[config.mk]
export PLATFORM = sky130hd
export DESIGN_NAME = cevero_ft_lockstep
export DESIGN_NICKNAME = d
export VERILOG_FILES = /design/src/rtl/cevero_ft_pkg.sv /design/src/rtl/cevero_ft_checker.sv /design/src/rtl/ibex_core.sv /design/src/rtl/cevero_ft_lockstep.sv
export SDC_FILE = /design/constraint.sdc
export NUM_CORES = 2
export LEC_CHECK = 0
export CORE_UTILIZATION = 61
export CTS_BUF_LIST = sky130_fd_sc_hd__clkbuf_4 sky130_fd_sc_hd__clkbuf_8 sky130_fd_sc_hd__clkbuf_16
export DETAILED_ROUTE_END_ITERATION = 8
export GPL_TIMING_DRIVEN = 0
export HOLD_SLACK_MARGIN = 0.02
export PLACE_DENSITY = 0.84
export SYNTH_ARGS = -nofsm -noshare
export SYNTH_HDL_FRONTEND = slang
export SYNTH_SLANG_ARGS = --single-unit
[constraint.sdc]
create_clock -name clk_i -period 9.4 [get_ports clk_i]
set_input_delay 1.88 -clock clk_i [delete_from_list [all_inputs] [get_ports clk_i]]
set_output_delay 1.88 -clock clk_i [all_outputs]
set_load 0.01 [all_outputs]
[src/rtl/cevero_ft_pkg.sv]
// rtl/cevero_ft_pkg.sv - shared types and defaults for the CEVERO lockstep wrapper
// Recovery FSM states, the per-cycle compare vector and its idle-data masking.
package cevero_ft_pkg;

  typedef enum logic [1:0] {
    RUN    = 2'd0,
    DRAIN  = 2'd1,
    RESET  = 2'd2,
    FAILED = 2'd3
  } ft_state_e;

  typedef struct packed {
    logic        instr_req;
    logic [31:0] instr_addr;
    logic        data_req;
    logic        data_we;
    logic [3:0]  data_be;
    logic [31:0] data_addr;
    logic [31:0] data_wdata;
  } cmp_vec_t;

  localparam int unsigned RST_CYCLES_DEFAULT  = 4;
  localparam int unsigned MAX_RETRIES_DEFAULT = 3;

  // Store attributes are don't-care while no data request is presented.
  function automatic cmp_vec_t mask_idle_data(input cmp_vec_t v);
    cmp_vec_t m;
    m = v;
    if (!v.data_req) begin
      m.data_we    = 1'b0;
      m.data_be    = '0;
      m.data_wdata = '0;
    end
    return m;
  endfunction

endpackage

[src/rtl/cevero_ft_checker.sv]
// rtl/cevero_ft_checker.sv - per-cycle comparator of the two cores' bus vectors
// With FT_ERROR_INJECT_EN, force_error_i flips bit 0 of core_1's addresses once.
module cevero_ft_checker
  import cevero_ft_pkg::*;
(
  input  logic     clk_i,
  input  logic     rst_i,
  input  logic     run_i,
  input  logic     force_error_i,
  input  cmp_vec_t vec_0_i,
  input  cmp_vec_t vec_1_i,
  output logic     mismatch_o
);
  cmp_vec_t v0, v1;

`ifdef FT_ERROR_INJECT_EN
  logic can_inject_error_q, can_inject_error_d;
  logic inject;

  assign inject = can_inject_error_q & force_error_i;
  // The flag is only spent when the corrupted vector is actually compared.
  assign can_inject_error_d = can_inject_error_q & ~(inject & run_i);

  always_ff @(posedge clk_i) begin
    if (rst_i) can_inject_error_q <= 1'b1;
    else       can_inject_error_q <= can_inject_error_d;
  end

  always_comb begin
    v0 = mask_idle_data(vec_0_i);
    v1 = mask_idle_data(vec_1_i);
    if (inject) begin
      v1.instr_addr[0] = ~v1.instr_addr[0];
      v1.data_addr[0]  = ~v1.data_addr[0];
    end
  end
`else
  logic unused_inputs;
  assign unused_inputs = ^{clk_i, rst_i, force_error_i};

  always_comb begin
    v0 = mask_idle_data(vec_0_i);
    v1 = mask_idle_data(vec_1_i);
  end
`endif

  assign mismatch_o = run_i & (v0 != v1);
endmodule

[src/rtl/ibex_core.sv]
// rtl/ibex_core.sv - minimal behavioural stand-in with the ibex_core bus interface
// Tiny accumulator ISA: 1 LOADI, 2 MULI, 3 STORE, 4 LOAD, F HALT, others NOP.
module ibex_core (
  input  logic        clk_i,
  input  logic        rst_ni,
  input  logic        test_en_i,
  input  logic [31:0] hart_id_i,
  input  logic [31:0] boot_addr_i,
  output logic        instr_req_o,
  input  logic        instr_gnt_i,
  input  logic        instr_rvalid_i,
  output logic [31:0] instr_addr_o,
  input  logic [31:0] instr_rdata_i,
  input  logic        instr_err_i,
  output logic        data_req_o,
  input  logic        data_gnt_i,
  input  logic        data_rvalid_i,
  output logic        data_we_o,
  output logic [3:0]  data_be_o,
  output logic [31:0] data_addr_o,
  output logic [31:0] data_wdata_o,
  input  logic [31:0] data_rdata_i,
  input  logic        data_err_i,
  input  logic        irq_software_i,
  input  logic        irq_timer_i,
  input  logic        irq_external_i,
  input  logic [14:0] irq_fast_i,
  input  logic        irq_nm_i,
  input  logic        debug_req_i,
  input  logic        fetch_enable_i,
  output logic        core_sleep_o
);
  localparam logic [2:0] C_FETCH  = 3'd0;
  localparam logic [2:0] C_WAIT_I = 3'd1;
  localparam logic [2:0] C_DREQ   = 3'd2;
  localparam logic [2:0] C_WAIT_D = 3'd3;
  localparam logic [2:0] C_HALT   = 3'd4;

  logic [2:0]  st_q, st_d;
  logic [31:0] pc_q, pc_d, acc_q, acc_d, ir_q, ir_d;
  logic [3:0]  new_op;
  logic        unused_inputs;

  assign new_op = instr_rdata_i[31:28];
  assign unused_inputs = ^{test_en_i, hart_id_i, data_err_i, irq_software_i, irq_timer_i,
                           irq_external_i, irq_fast_i, irq_nm_i, debug_req_i, ir_q[27:16]};

  always_ff @(posedge clk_i) begin
    if (!rst_ni) begin
      st_q  <= C_FETCH;
      pc_q  <= boot_addr_i;
      acc_q <= '0;
      ir_q  <= '0;
    end else begin
      st_q  <= st_d;
      pc_q  <= pc_d;
      acc_q <= acc_d;
      ir_q  <= ir_d;
    end
  end

  always_comb begin
    st_d  = st_q;
    pc_d  = pc_q;
    acc_d = acc_q;
    ir_d  = ir_q;
    case (st_q)
      C_FETCH: if (fetch_enable_i && instr_gnt_i) st_d = C_WAIT_I;
      C_WAIT_I: begin
        if (instr_rvalid_i) begin
          ir_d = instr_rdata_i;
          if (instr_err_i || new_op == 4'hf) begin
            st_d = C_HALT;
          end else if (new_op == 4'h3 || new_op == 4'h4) begin
            st_d = C_DREQ;
          end else begin
            st_d = C_FETCH;
            pc_d = pc_q + 32'd4;
            if (new_op == 4'h1) acc_d = {16'h0, instr_rdata_i[15:0]};
            else if (new_op == 4'h2) acc_d = acc_q * {16'h0, instr_rdata_i[15:0]};
          end
        end
      end
      C_DREQ: if (data_gnt_i) st_d = C_WAIT_D;
      C_WAIT_D: begin
        if (data_rvalid_i) begin
          st_d = C_FETCH;
          pc_d = pc_q + 32'd4;
          if (ir_q[31:28] == 4'h4) acc_d = data_rdata_i;
        end
      end
      default: ;
    endcase
  end

  always_comb begin
    instr_req_o  = (st_q == C_FETCH) && fetch_enable_i;
    instr_addr_o = pc_q;
    data_req_o   = (st_q == C_DREQ);
    data_we_o    = (ir_q[31:28] == 4'h3);
    data_be_o    = 4'hf;
    data_addr_o  = {16'h0, ir_q[15:0]};
    data_wdata_o = acc_q;
    core_sleep_o = (st_q == C_HALT);
  end
endmodule

[src/rtl/cevero_ft_lockstep.sv]
// rtl/cevero_ft_lockstep.sv - dual-core lockstep wrapper with drain/reset/retry recovery
// Optional fault injection through FT_ERROR_INJECT_EN (see cevero_ft_checker).
module cevero_ft_lockstep
  import cevero_ft_pkg::*;
#(
  parameter int unsigned RST_CYCLES  = RST_CYCLES_DEFAULT,
  parameter int unsigned MAX_RETRIES = MAX_RETRIES_DEFAULT
) (
  input  logic        clk_i,
  input  logic        rst_i,
  input  logic        test_en_i,
  input  logic        force_error_i,
  input  logic [31:0] hart_id_i,
  input  logic [31:0] boot_addr_i,
  output logic        instr_req_o,
  input  logic        instr_gnt_i,
  input  logic        instr_rvalid_i,
  output logic [31:0] instr_addr_o,
  input  logic [31:0] instr_rdata_i,
  input  logic        instr_err_i,
  output logic        data_req_o,
  input  logic        data_gnt_i,
  input  logic        data_rvalid_i,
  output logic        data_we_o,
  output logic [3:0]  data_be_o,
  output logic [31:0] data_addr_o,
  output logic [31:0] data_wdata_o,
  input  logic [31:0] data_rdata_i,
  input  logic        data_err_i,
  input  logic        irq_software_i,
  input  logic        irq_timer_i,
  input  logic        irq_external_i,
  input  logic        irq_nm_i,
  input  logic [14:0] irq_fast_i,
  input  logic        debug_req_i,
  input  logic        fetch_enable_i,
  output logic        alert_minor_o,
  output logic        alert_major_o,
  output logic        core_sleep_o,
  output logic [31:0] instr_addr_o_0
);
  ft_state_e   state_q, state_d;
  logic [7:0]  retry_q, retry_d, rst_cnt_q, rst_cnt_d;
  logic        core_rst_q, core_rst_d;
  logic        alert_minor_q, alert_minor_d;
  logic        i_out_q, i_out_d, d_out_q, d_out_d;
  logic        chk_mismatch, mismatch, run_ok;
  logic        core_rst_n, core_instr_gnt, core_data_gnt;

  logic        c0_instr_req, c0_data_req, c0_data_we, c0_sleep;
  logic        c1_instr_req, c1_data_req, c1_data_we, c1_sleep;
  logic [3:0]  c0_data_be, c1_data_be;
  logic [31:0] c0_instr_addr, c0_data_addr, c0_data_wdata;
  logic [31:0] c1_instr_addr, c1_data_addr, c1_data_wdata;
  cmp_vec_t    vec_0, vec_1;

  assign core_rst_n = ~core_rst_q;
  // A grant only means something to the cores when the wrapper let the request out.
  assign core_instr_gnt = instr_gnt_i & instr_req_o;
  assign core_data_gnt  = data_gnt_i & data_req_o;

  ibex_core u_core_0 (
    .clk_i, .rst_ni(core_rst_n), .test_en_i, .hart_id_i, .boot_addr_i,
    .instr_req_o(c0_instr_req), .instr_gnt_i(core_instr_gnt), .instr_rvalid_i,
    .instr_addr_o(c0_instr_addr), .instr_rdata_i, .instr_err_i,
    .data_req_o(c0_data_req), .data_gnt_i(core_data_gnt), .data_rvalid_i,
    .data_we_o(c0_data_we), .data_be_o(c0_data_be), .data_addr_o(c0_data_addr),
    .data_wdata_o(c0_data_wdata), .data_rdata_i, .data_err_i,
    .irq_software_i, .irq_timer_i, .irq_external_i, .irq_fast_i, .irq_nm_i,
    .debug_req_i, .fetch_enable_i, .core_sleep_o(c0_sleep)
  );

  ibex_core u_core_1 (
    .clk_i, .rst_ni(core_rst_n), .test_en_i, .hart_id_i, .boot_addr_i,
    .instr_req_o(c1_instr_req), .instr_gnt_i(core_instr_gnt), .instr_rvalid_i,
    .instr_addr_o(c1_instr_addr), .instr_rdata_i, .instr_err_i,
    .data_req_o(c1_data_req), .data_gnt_i(core_data_gnt), .data_rvalid_i,
    .data_we_o(c1_data_we), .data_be_o(c1_data_be), .data_addr_o(c1_data_addr),
    .data_wdata_o(c1_data_wdata), .data_rdata_i, .data_err_i,
    .irq_software_i, .irq_timer_i, .irq_external_i, .irq_fast_i, .irq_nm_i,
    .debug_req_i, .fetch_enable_i, .core_sleep_o(c1_sleep)
  );

  assign vec_0 = '{c0_instr_req, c0_instr_addr, c0_data_req, c0_data_we,
                   c0_data_be, c0_data_addr, c0_data_wdata};
  assign vec_1 = '{c1_instr_req, c1_instr_addr, c1_data_req, c1_data_we,
                   c1_data_be, c1_data_addr, c1_data_wdata};

  cevero_ft_checker u_checker (
    .clk_i,
    .rst_i,
    .run_i        (state_q == RUN),
    .force_error_i,
    .vec_0_i      (vec_0),
    .vec_1_i      (vec_1),
    .mismatch_o   (chk_mismatch)
  );

  assign mismatch = chk_mismatch & ~rst_i;

  always_ff @(posedge clk_i) begin
    if (rst_i) begin
      state_q       <= RUN;
      retry_q       <= '0;
      rst_cnt_q     <= '0;
      alert_minor_q <= 1'b0;
      i_out_q       <= 1'b0;
      d_out_q       <= 1'b0;
    end else begin
      state_q       <= state_d;
      retry_q       <= retry_d;
      rst_cnt_q     <= rst_cnt_d;
      alert_minor_q <= alert_minor_d;
      i_out_q       <= i_out_d;
      d_out_q       <= d_out_d;
    end
    core_rst_q <= core_rst_d;
  end

  always_comb begin
    state_d       = state_q;
    retry_d       = retry_q;
    rst_cnt_d     = '0;
    alert_minor_d = 1'b0;
    i_out_d       = (i_out_q & ~instr_rvalid_i) | (instr_req_o & instr_gnt_i);
    d_out_d       = (d_out_q & ~data_rvalid_i) | (data_req_o & data_gnt_i);
    case (state_q)
      RUN: begin
        if (mismatch) begin
          if (retry_q == 8'(MAX_RETRIES)) begin
            state_d = FAILED;
          end else begin
            state_d       = DRAIN;
            retry_d       = retry_q + 8'd1;
            alert_minor_d = 1'b1;
          end
        end
      end
      DRAIN: if (!i_out_q && !d_out_q) state_d = RESET;
      RESET: begin
        if (rst_cnt_q == 8'(RST_CYCLES - 1)) state_d = RUN;
        else rst_cnt_d = rst_cnt_q + 8'd1;
      end
      default: state_d = FAILED;
    endcase
    core_rst_d = rst_i | (state_d == RESET) | (state_d == FAILED);
  end

  always_comb begin
    run_ok         = ~rst_i & (state_q == RUN) & ~mismatch;
    instr_req_o    = run_ok & c0_instr_req;
    data_req_o     = run_ok & c0_data_req;
    instr_addr_o   = rst_i ? '0 : c0_instr_addr;
    data_we_o      = ~rst_i & c0_data_we;
    data_be_o      = rst_i ? '0 : c0_data_be;
    data_addr_o    = rst_i ? '0 : c0_data_addr;
    data_wdata_o   = rst_i ? '0 : c0_data_wdata;
    alert_minor_o  = alert_minor_q;
    alert_major_o  = ~rst_i & (state_q == FAILED);
    core_sleep_o   = ~rst_i & c0_sleep & c1_sleep;
    instr_addr_o_0 = c0_instr_addr;
  end
endmodule

==> impl_metrics.env <==
export IMPL_worst_hold_path_endpoint="u_core_1.ir_q[11]$_SDFFE_PP0P_"
export IMPL_coreArea_sq_um=55200
export IMPL_ir_worst_vdd_mv=0.129
export IMPL_critPathRequiredTime_ps=9710
export IMPL_place_congestion=1.07
export IMPL_initial_core_util=0.619
export IMPL_grt_pass1_vias=30900
export IMPL_cts_htree_levels=4
export IMPL_synthesis_area_sq_um=34200
export IMPL_cp_start_kind="input port"
export IMPL_period_needed_ps=9390
export IMPL_fp_dieW_um=239
export IMPL_busiest_layer="met2"
export IMPL_end_kind="flip-flop"
export IMPL_clock_skew_ps=22.3
export IMPL_layout_drive_gt1_share=0.0266
export IMPL_status="complete, no violations"
export IMPL_r2r_start="u_core_0.data_wdata_o[7]$_SDFFE_PP0P_"
export IMPL_ios=297
export IMPL_slew_headroom=0.114
export IMPL_hold_viol=0
export IMPL_drtPass1Iterations=8
export IMPL_die_h_um=239
export IMPL_synth_most_common_cell="nand2_1"
export IMPL_dp_final_hpwl_um=98700
export IMPL_clock_latency_ps=480
export IMPL_hold_class="flip-flop to flip-flop"
export IMPL_r2r_end="u_core_0.data_wdata_o[31]$_SDFFE_PP0P_"
export IMPL_drt_iter0_drc=3485
export IMPL_clock_sink_count=196
export IMPL_n_fill_cell=4415
export IMPL_nets=5210
export IMPL_use_met1=0.567
export IMPL_synth_edf_count=64
export IMPL_p_per_area_nw_per_um2=63.3
export IMPL_syn_inst=4073
export IMPL_clk_pin_slew_worst_paths_ps=80
export IMPL_p_total_mw=2.40
export IMPL_numCtsBuffers=17
export IMPL_crit_type="input port to flip-flop"
export IMPL_avgSynthCellArea_sq_um=8.39
export IMPL_async_reset_ff_frac=0
export IMPL_critPathMaxFanout=10
export IMPL_grt_max_degree=31
export IMPL_synth_seq_cells=196
export IMPL_via_per_inst=6.08
export IMPL_cts_tree="yes"
export IMPL_detail_route_antenna_nets=0
export IMPL_yosysUniqueCellTypes=78
export IMPL_seq_area_frac_synth=0.134
export IMPL_overflow=0
export IMPL_yosysTopAreaCell="fa_1"
export IMPL_grt_pass1_wl_um=186000
export IMPL_fp_row_count=86
export IMPL_r2r_slack_ps=1370
export IMPL_die_area_sq_um=57000
export IMPL_yosys_top_cells_area="fa_1 36%, nand2_1 7.9%, dfxtp_1 7.7%"
export IMPL_cts_root_buf="clkbuf_16"
export IMPL_period_share=0.999
export IMPL_clockBufferDepth=2
export IMPL_drc=0
export IMPL_antenna_found_initial=9
export IMPL_slew_viol_final=0
export IMPL_io_buffers=201
export IMPL_cp_arrival_ps=9700
export IMPL_grt_use_met3=0.124
export IMPL_maxCapViolations=0
export IMPL_leakagePower_nw=16.6
export IMPL_fin_tns_setup_ps=0
export IMPL_reg2reg_depth=24
export IMPL_yosys_top_cells_count="717 x nand2_1, 702 x inv_1, 608 x fa_1"
export IMPL_worst_hold_path_num_cells=2
export IMPL_worstMarginPinSlew_ps=1330
export IMPL_ys_warn_count=0
export IMPL_use_met2=0.668
export IMPL_wl_per_cell_um=24.4
export IMPL_synth_top_area_frac=0.356
export IMPL_drt_total_wl_um=124000
export IMPL_setup_viol=0
export IMPL_via_count=30900
export IMPL_holdBufCountCts=0
export IMPL_ys_flop_type="dfxtp_1"
export IMPL_rsz0062_at_grt="yes"
export IMPL_min_delay_start="u_core_1.ir_q[11]$_SDFFE_PP0P_"
export IMPL_clock_fmax_ghz=0.107
export IMPL_area_growth_synth_to_final_pct=11.0
export IMPL_grtUsageTotal=0.445
[worst max-delay path, cell delays in order]
cell and delay [ps]:
clkbuf_1 810, clkbuf_1 880, and2_1 260, fa_1 420
inv_1 80, fa_1 430, fa_1 520, inv_1 60
fa_1 520, fa_1 520, inv_1 60, fa_1 480
inv_1 50, ha_1 260, clkbuf_1 260, nand4_1 140
nor2_1 220, nand4_1 140, nor4_2 390, nor4_1 160
o31ai_1 380, xnor2_1 240, a221oi_1 450, a211oi_1 90
[cells by family after synthesis]
| kind of cell | share of synthesized area |
|---|---|
| AO/OA/AOI/OAI | 0.0862 |
| multiplexers | 0.00516 |
| other | 0.000110 |
| flip-flops | 0.134 |
| adder cells (fa/ha/maj) | 0.405 |
| buffers and inverters | 0.111 |
| AND/OR/NAND/NOR | 0.201 |
| XOR/XNOR | 0.0574 |
[final cells by class]
| type | count | area [sq um] | area share |
|---|---|---|---|
| multi-input combinational | 2902 | 25900 | 0.682 |
| sequential | 196 | 4560 | 0.120 |
| buffer | 286 | 1190 | 0.0313 |
| inverter | 703 | 2640 | 0.0695 |
| clock inverter | 15 | 211 | 0.00557 |
| antenna | 10 | 25.0 | 0.000660 |
| clock buffer | 17 | 425 | 0.0112 |
| tap | 748 | 936 | 0.0247 |
| timing repair buffer | 203 | 2060 | 0.0543 |
[power by group]
part	switching, mW	internal (mW)
Sequential	0.0799	0.940
Clock	0.440	0.378
Combinational	0.358	0.206
Total	0.878	1.52
[registers in the layout, indices dropped and copies added, names as in the netlist, 2 cells and up]
| name | flops |
|---|---|
| u_core_0.st_q | 3 |
| u_core_1.ir_q | 20 |
| state_q | 2 |
| u_core_0.instr_addr_o | 32 |
| rst_cnt_q | 8 |
| retry_q | 8 |
| u_core_0.data_wdata_o | 32 |
| u_core_1.instr_addr_o | 32 |
| u_core_1.st_q | 3 |
| u_core_0.ir_q | 20 |
| u_core_1.data_wdata_o | 32 |
[placed cells by master, fill, tap and decap left out, types with 29 or more instances in the layout]
cell	n
dfxtp_1	132
and2_1	311
xor2_1	103
nor2_1	149
inv_1	702
nand2_1	717
o21ai_0	70
nand3_1	39
a21oi_1	166
edfxtp_1	64
clkdlybuf4s50_1	201
clkbuf_1	231
xnor2_1	121
ha_1	134
a221oi_1	29
nor2b_1	83
nor3_1	29
o211ai_1	44
fa_1	608
[routing by layer]
metal / share of wire / wire length [um]
met5: 0.00023 / 28
met4: 0.076 / 9380
met3: 0.13 / 16400
met2: 0.44 / 54100
met1: 0.36 / 44300
[timing repair]
action                     in CTS  in global routing
buffers inserted                0                  0
resized for setup              14                 36
setup endpoints to repair      11                  8
[worst max-delay path by stage]
stage / end / depth (start not counted) / slack [ps] / from
floorplan: u_core_0.data_wdata_o[31]$_SDFFE_PP0P_ / 24 / 1550 / instr_rdata_i[1]
global placement: u_core_0.data_wdata_o[31]$_SDFFE_PP0P_ / 25 / -1110 / instr_rdata_i[4]
detailed placement: u_core_0.data_wdata_o[31]$_SDFFE_PP0P_ / 25 / -1130 / instr_rdata_i[5]
CTS: u_core_0.data_wdata_o[31]$_SDFFE_PP0P_ / 25 / 2 / instr_rdata_i[9]
global route: u_core_0.data_wdata_o[31]$_SDFFE_PP0P_ / 24 / -20 / instr_rdata_i[6]
finish: u_core_0.data_wdata_o[31]$_SDFFE_PP0P_ / 24 / 10 / instr_rdata_i[6]
[metrics by stage]
step | cell area, sq um | hold WS, ps | setup WS [ps] | utilization | std cells
floorplan | 34200 | 438 | 1550 | - | 4088
global placement | 37200 | 450 | -1110 | 0.674 | 5037
detailed placement | 37200 | 458 | -1130 | 0.674 | 5038
CTS | 37900 | 468 | 1.84 | 0.686 | 5069
global route | 37900 | 481 | -21.6 | 0.687 | 5071
finish | 37900 | 472 | 11.5 | 0.687 | 5080
(Power assumes the default switching activity.)
